[src/rtl/sub_pkg.sv]
// Shared definitions for serial_subtractor32: datapath width, FSM state type
// and the table of slice widths that divide the 32-bit word evenly.
package sub_pkg;

    localparam int WIDTH = 32;

    typedef enum logic [1:0] {
        IDLE = 2'd0,
        RUN  = 2'd1,
        HOLD = 2'd2
    } state_t;

    // Bit s is set when a slice width of s bits is supported (1,2,4,8,16,32).
    localparam logic [WIDTH:0] SLICE_LEGAL = 33'h1_0001_0116;

    function automatic bit slice_is_legal(input int s);
        if (s < 1 || s > WIDTH) begin
            return 1'b0;
        end
        return SLICE_LEGAL[s];
    endfunction

endpackage

[src/rtl/sub_slice.sv]
// Combinational ripple-borrow subtractor of W bits: d = a - b - bin.
// bout is the borrow out of the most significant bit.
module sub_slice #(
    parameter int W = 4
) (
    input  logic [W-1:0] a,
    input  logic [W-1:0] b,
    input  logic         bin,
    output logic [W-1:0] d,
    output logic         bout
);

    // Chain of full subtractors, borrow rippling from bit 0 upward.
    always_comb begin
        logic [W:0] br;
        br    = '0;
        d     = '0;
        br[0] = bin;
        for (int i = 0; i < W; i++) begin
            d[i]    = a[i] ^ b[i] ^ br[i];
            br[i+1] = (~a[i] & b[i]) | (~(a[i] ^ b[i]) & br[i]);
        end
        bout = br[W];
    end

endmodule

[src/rtl/serial_subtractor32.sv]
// serial_subtractor32: multi-cycle 32-bit subtractor D = A - B - Bin,
// processing SLICE bits per clock through one sub_slice instance.
// Handshake: inValid/inReady on the operand side, outValid/outReady on the
// result side. Optional zero flag enabled by defining SUB_ZERO_FLAG_EN.
module serial_subtractor32
    import sub_pkg::*;
#(
    parameter int SLICE = 4
) (
    input  logic              clk,
    input  logic              rst_n,
    input  logic              inValid,
    output logic              inReady,
    input  logic [WIDTH-1:0]  A,
    input  logic [WIDTH-1:0]  B,
    input  logic              Bin,
    output logic              outValid,
    input  logic              outReady,
    output logic [WIDTH-1:0]  D,
    output logic              Bout,
    output logic              overFlow
`ifdef SUB_ZERO_FLAG_EN
    ,
    output logic              zero
`endif
);

    localparam int N    = WIDTH / SLICE;
    localparam int CW   = $clog2(N + 1);
    localparam logic [CW-1:0] LAST = CW'(N - 1);

    if (!slice_is_legal(SLICE)) begin : g_bad_slice
        $error("serial_subtractor32: SLICE must be 1, 2, 4, 8, 16 or 32");
    end

    state_t            state_q, state_d;
    logic [CW-1:0]     cnt_q, cnt_d;
    logic [WIDTH-1:0]  a_q, a_d;
    logic [WIDTH-1:0]  b_q, b_d;
    logic [WIDTH-1:0]  d_q, d_d;
    logic              borrow_q, borrow_d;
    logic              a31_q, a31_d;
    logic              b31_q, b31_d;
    logic              bout_q, bout_d;
    logic              ovf_q, ovf_d;
`ifdef SUB_ZERO_FLAG_EN
    logic              zero_q, zero_d;
`endif

    logic [SLICE-1:0]  sl_diff;
    logic              sl_bout;
    logic [WIDTH-1:0]  a_shr, b_shr, d_shr;

    sub_slice #(.W(SLICE)) u_slice (
        .a    (a_q[SLICE-1:0]),
        .b    (b_q[SLICE-1:0]),
        .bin  (borrow_q),
        .d    (sl_diff),
        .bout (sl_bout)
    );

    // Operands shift right by one slice; the new difference slice enters D at the top.
    if (SLICE == WIDTH) begin : g_full
        assign a_shr = '0;
        assign b_shr = '0;
        assign d_shr = sl_diff;
    end else begin : g_part
        assign a_shr = {{SLICE{1'b0}}, a_q[WIDTH-1:SLICE]};
        assign b_shr = {{SLICE{1'b0}}, b_q[WIDTH-1:SLICE]};
        assign d_shr = {sl_diff, d_q[WIDTH-1:SLICE]};
    end

    // Next-state and datapath update for IDLE / RUN / HOLD.
    always_comb begin
        state_d  = state_q;
        cnt_d    = cnt_q;
        a_d      = a_q;
        b_d      = b_q;
        d_d      = d_q;
        borrow_d = borrow_q;
        a31_d    = a31_q;
        b31_d    = b31_q;
        bout_d   = bout_q;
        ovf_d    = ovf_q;
`ifdef SUB_ZERO_FLAG_EN
        zero_d   = zero_q;
`endif
        case (state_q)
            IDLE: begin
                if (inValid) begin
                    a_d      = A;
                    b_d      = B;
                    borrow_d = Bin;
                    a31_d    = A[WIDTH-1];
                    b31_d    = B[WIDTH-1];
                    cnt_d    = '0;
                    state_d  = RUN;
                end
            end
            RUN: begin
                a_d      = a_shr;
                b_d      = b_shr;
                d_d      = d_shr;
                borrow_d = sl_bout;
                cnt_d    = cnt_q + 1'b1;
                if (cnt_q == LAST) begin
                    bout_d  = sl_bout;
                    ovf_d   = (a31_q != b31_q) && (d_shr[WIDTH-1] != a31_q);
`ifdef SUB_ZERO_FLAG_EN
                    zero_d  = (d_shr == '0);
`endif
                    state_d = HOLD;
                end
            end
            HOLD: begin
                if (outReady) begin
                    state_d = IDLE;
                end
            end
            default: begin
                state_d = IDLE;
            end
        endcase
    end

    // State and datapath registers; reset discards any in-flight operation.
    always_ff @(posedge clk or negedge rst_n) begin
        if (!rst_n) begin
            state_q  <= IDLE;
            cnt_q    <= '0;
            a_q      <= '0;
            b_q      <= '0;
            d_q      <= '0;
            borrow_q <= 1'b0;
            a31_q    <= 1'b0;
            b31_q    <= 1'b0;
            bout_q   <= 1'b0;
            ovf_q    <= 1'b0;
`ifdef SUB_ZERO_FLAG_EN
            zero_q   <= 1'b0;
`endif
        end else begin
            state_q  <= state_d;
            cnt_q    <= cnt_d;
            a_q      <= a_d;
            b_q      <= b_d;
            d_q      <= d_d;
            borrow_q <= borrow_d;
            a31_q    <= a31_d;
            b31_q    <= b31_d;
            bout_q   <= bout_d;
            ovf_q    <= ovf_d;
`ifdef SUB_ZERO_FLAG_EN
            zero_q   <= zero_d;
`endif
        end
    end

    // inReady is gated by rst_n so every output reads 0 while reset is held.
    assign inReady  = (state_q == IDLE) && rst_n;
    assign outValid = (state_q == HOLD);
    assign D        = d_q;
    assign Bout     = bout_q;
    assign overFlow = ovf_q;
`ifdef SUB_ZERO_FLAG_EN
    assign zero     = zero_q;
`endif

endmodule

[config.mk]
export PLATFORM = sky130hd
export DESIGN_NAME = serial_subtractor32
export DESIGN_NICKNAME = d
export VERILOG_FILES = /design/src/rtl/sub_pkg.sv /design/src/rtl/sub_slice.sv /design/src/rtl/serial_subtractor32.sv
export SDC_FILE = /design/constraint.sdc
export NUM_CORES = 1
export LEC_CHECK = 0
export CORE_UTILIZATION = 46
export DETAILED_ROUTE_END_ITERATION = 12
export PLACE_DENSITY = 0.85
export REMOVE_ABC_BUFFERS = 1
export SETUP_SLACK_MARGIN = 0.5
export SYNTH_ARGS = -nofsm -noshare
export SYNTH_HDL_FRONTEND = slang
export SYNTH_SLANG_ARGS = --single-unit
[constraint.sdc]
create_clock -name clk -period 2.3 [get_ports clk]
set_input_delay 0.69 -clock clk [delete_from_list [all_inputs] [get_ports clk]]
set_output_delay 0.69 -clock clk [all_outputs]
set_load 0.02 [all_outputs]
==> out/qor_table.md <==
| Metric | Reported |
| --- | --- |
| Status | finished with violations |
| Violations in the final reports | setup timing |
| Crit-path most repeated cell | sky130_fd_sc_hd__fa_2 |
| Worst relative slew slack | 55.0% |
| CP endpoint kind | flop |
| Setup Crit Path Kind | flop to flop |
| Peak clock frequency supported by timing | 409 MHz |
| Largest cells by area after synthesis | sky130_fd_sc_hd__dfrtp_1 (56%), sky130_fd_sc_hd__nand2_1 (12%), sky130_fd_sc_hd__a22oi_1 (8.8%) |
| Via count of the first global-routing pass | 3,871 |
| Max Cap Viol | 0 |
| Buffers & Inverters on Critical Path | 3 |
| Combinational family with the most area after synthesis | compound AO/OA/AOI/OAI gates |
| Total power divided by cell area | 1250 nW/um2 |
| Worst hold path class | primary input to async pin |
| Total die area | 10,900 um2 |
| IO Count | 105 |
| Slowest library cell on the worst path | sky130_fd_sc_hd__fa_2 |
| Top cell family by delay on the critical path | adder cells |
| Ordered cell list for the critical path | inv_1 > fa_1 > inv_1 > fa_2 > fa_2 > inv_2 > fa_2 > nand3b_1 > o21ai_0 > mux2_2 |
| Post-synthesis compound-gate area fraction | 18.7% |
| Antenna violations before repair | 0 |
| Final antenna-violating net count | 0 |
| Total grt overflow | 0 |
| Required time at the endpoint of the critical path | 2560 ps |
| Routed wire length | 11,700 um |
| Violation count after the first detailed-route iteration | 334 |
| Final net count | 679 |
| Min Tclk post-route | 2450 ps |
| Via count of the routed design | 4,057 |
| Max-slew violation total from the final report | 0 |
| Count of port buffers added during placement | 104 |
| Share of final-layout standard cells stronger than drive strength 1 | 16.1% |
| Chip height | 104 um |
| Starting density of the core | 48.3% |
| Final Hold Violating Endpoints | 0 |
| Layout Cells excl Fill | 743 |
| Worst vdd rail ir drop | 0.557 mV |
| Row count | 36 |
| Wire per inst | 15.7 um |
| R2R setup slack | -150 ps |
| Synthesized area | 4800 um2 |
| Clock tree from TritonCTS | yes |
| Largest net degree at the start of global routing | 66 |
| Library cell used as clock root buffer | sky130_fd_sc_hd__clkbuf_8 |
| H-tree depth | 3 |
| Drt first pass iters | 5 |
| Final antenna diode count | 0 |
| Final Cycle Share | 106% |
| Post-synthesis share of cell area spent on xor and xnor gates | 0.182% |
| Final Skew | 7.21 ps |
| Gate count of the mapped netlist | 499 |
| Sequential area share after synthesis | 55.7% |
| Total routing resource utilization after global routing | 22.3% |
| Layout-stage area growth over the synthesis result | 29.5% |
| Adder and majority cell fraction of the synthesized area | 1.93% |
| Post-CTS Hold Buffers | 0 |
| Via count normalized by instance count | 5.46 |
| Detailed placer's ending HPWL | 7790 um |
| Kind of start point of the critical path | flop |
| Clock insertion delay at the later pin of the skew report | 370 ps |
| Setup Total Neg Slack | -147 ps |
| Weighted congestion at the end of routability-driven global placement | 0.813 |
| Signal arrival time at the worst endpoint | 2710 ps |
| R2r worst-path depth | 10 |
| Average size of a mapped cell | 9.63 um2 |
| Crit Reg-Reg Startpoint | borrow_q$_DFFE_PN0P_ |
| Tightest Pin Transition | 675 ps |
| Yosys top cell area share | 55.7% |
| Share of synthesized cell area in and, or, nand and nor gates | 17.8% |
| First-pass GRT wire length | 19,300 um |
| Worst flop-to-flop path endpoint | overFlow$_DFFE_PN0P_ |
| Number of library cell types mapped by synthesis | 29 |
| Sink count of the clock tree | 107 |
| Die width | 104 um |
| Number of placed instances with taps included | 720 |
| Number of warning messages in the yosys log | 0 |
| Flop and latch count out of synthesis | 107 |
| Final setup margin | -147 ps |
| Maximum number of buffers from clock root to sink | 2 |
| RSZ-0062 raised after global routing | true |
| Multiplexer share of the synthesized area | 0.651% |
| Final setup violation count | 1 |
| Hold Worst Slack | 416 ps |
| Static leakage | 2.88 nW |
| CTS Buf Count | 9 |
| Clock-pin slew on the worst setup and hold paths | 110 ps |
| Stage delay of the slowest cell on the critical path | 440 ps |
| Largest area contributor in the netlist | sky130_fd_sc_hd__dfrtp_1 |
| Number of remaining DRC errors | 0 |
| Largest fanout on the critical path | 3 |
| Total core area | 9950 um2 |
## Yosys cell counts
| cell type | instances |
|---|---|
| sky130_fd_sc_hd__inv_1 | 9 |
| sky130_fd_sc_hd__clkbuf_1 | 18 |
| sky130_fd_sc_hd__o21ai_0 | 55 |
| sky130_fd_sc_hd__nand3_1 | 2 |
| sky130_fd_sc_hd__o21bai_2 | 1 |
| sky130_fd_sc_hd__nor2b_1 | 18 |
| sky130_fd_sc_hd__and2b_1 | 1 |
| sky130_fd_sc_hd__o21ai_1 | 10 |
| sky130_fd_sc_hd__a22oi_1 | 56 |
| sky130_fd_sc_hd__nand3_2 | 7 |
| sky130_fd_sc_hd__fa_1 | 4 |
| sky130_fd_sc_hd__mux2i_1 | 2 |
| sky130_fd_sc_hd__nor3b_1 | 1 |
| sky130_fd_sc_hd__nand3b_1 | 1 |
| sky130_fd_sc_hd__nand2b_1 | 4 |
| sky130_fd_sc_hd__buf_6 | 5 |
| sky130_fd_sc_hd__ha_1 | 1 |
| sky130_fd_sc_hd__a21oi_1 | 16 |
| sky130_fd_sc_hd__a22o_1 | 1 |
| sky130_fd_sc_hd__or3b_1 | 1 |
| sky130_fd_sc_hd__buf_4 | 3 |
| sky130_fd_sc_hd__buf_2 | 12 |
| sky130_fd_sc_hd__dfrtp_1 | 107 |
| sky130_fd_sc_hd__nand2_1 | 154 |
| sky130_fd_sc_hd__a2bb2oi_1 | 6 |
| sky130_fd_sc_hd__xor2_1 | 1 |
| sky130_fd_sc_hd__and3b_1 | 1 |
| sky130_fd_sc_hd__nor3b_4 | 1 |
| sky130_fd_sc_hd__mux2_2 | 1 |
## worst max-delay path by stage
| stage | startpoint | to | depth (start not counted) |
|---|---|---|---|
| after detailed placement | rst_n | inReady | 4 |
| final | borrow_q$_DFFE_PN0P_ | overFlow$_DFFE_PN0P_ | 10 |
| after global routing | borrow_q$_DFFE_PN0P_ | overFlow$_DFFE_PN0P_ | 10 |
| after floorplan | state_q[0]$_DFFE_PN0P_ | overFlow$_DFFE_PN0P_ | 3 |
| after global placement | rst_n | inReady | 4 |
| after CTS | b_q[0]$_DFFE_PN0P_ | overFlow$_DFFE_PN0P_ | 10 |
## cells by family after synthesis
group           count (synthesis)
fa+ha+maj                       5
xor+xnor                        1
buf+inv                        47
simple gates                  191
mux                             3
flops                         107
compound gates                145
## power by group
group          leakage, nW  total (W)  internal, W  switching, W
Clock                0.107    0.00120     0.000524      0.000679
Combinational         1.40    0.00338      0.00143       0.00195
Sequential            1.37    0.00321      0.00267      0.000541
## repair_timing
item                                   CTS  global route
pin swaps                                4             4
gates cloned                             0             0
buffers inserted                         3             4
gates resized for setup                 82            38
endpoints found under the hold margin    0             0
setup endpoints to repair               42           180
## routing by layer
metal  track usage (%)  up-vias  wire (um)
li1                  -     1908          -
met1              31.4     1978       5240
met2              35.8      160       5670
met3              3.95       11        678
met4              5.51        0         99
met5                 0        -          0
## layout make-up
cell class,instances,area (um2)
repair buffers,133,1200
inverters,9,33.8
multi-input cells,345,1930
clock inverters,7,81.3
well taps,133,166
clock buffers,9,124
flip-flops and latches,107,2680
fillers,806,3730
## registers in the layout (all words and copies together), names as in the netlist
| name | cells |
|---|---|
| Bout | 1 |
| D | 32 |
| a31_q | 1 |
| a_q | 32 |
| b31_q | 1 |
| b_q | 32 |
| borrow_q | 1 |
| cnt_q | 4 |
| overFlow | 1 |
| state_q | 2 |
## metrics by stage
step           worst slack, ps  power [W]  utilization, %  instance area, um2
2_1_floorplan            -1520    0.00511               -                4600
3_3_place_gp              -137    0.00648            60.6                6030
3_5_place_dp              -214    0.00667            60.6                6030
4_1_cts                   -122    0.00781            63.1                6280
5_1_grt                   -238    0.00836            62.5                6220
6_report                  -147    0.00779            62.5                6220
## placed cells by master (no fill, tap or decap), types with 7 or more instances in the layout
cell type,n
sky130_fd_sc_hd__clkbuf_8,9
sky130_fd_sc_hd__a22oi_1,56
sky130_fd_sc_hd__clkdlybuf4s15_1,8
sky130_fd_sc_hd__dfrtp_1,105
sky130_fd_sc_hd__clkdlybuf4s50_1,66
sky130_fd_sc_hd__o21ai_1,13
sky130_fd_sc_hd__o21ai_0,52
sky130_fd_sc_hd__buf_4,22
sky130_fd_sc_hd__clkbuf_2,24
sky130_fd_sc_hd__nor2b_1,15
sky130_fd_sc_hd__nand2_1,154
sky130_fd_sc_hd__nand3_2,7
sky130_fd_sc_hd__a21oi_1,16
Note: power is estimated with default switching activity, not from simulation.
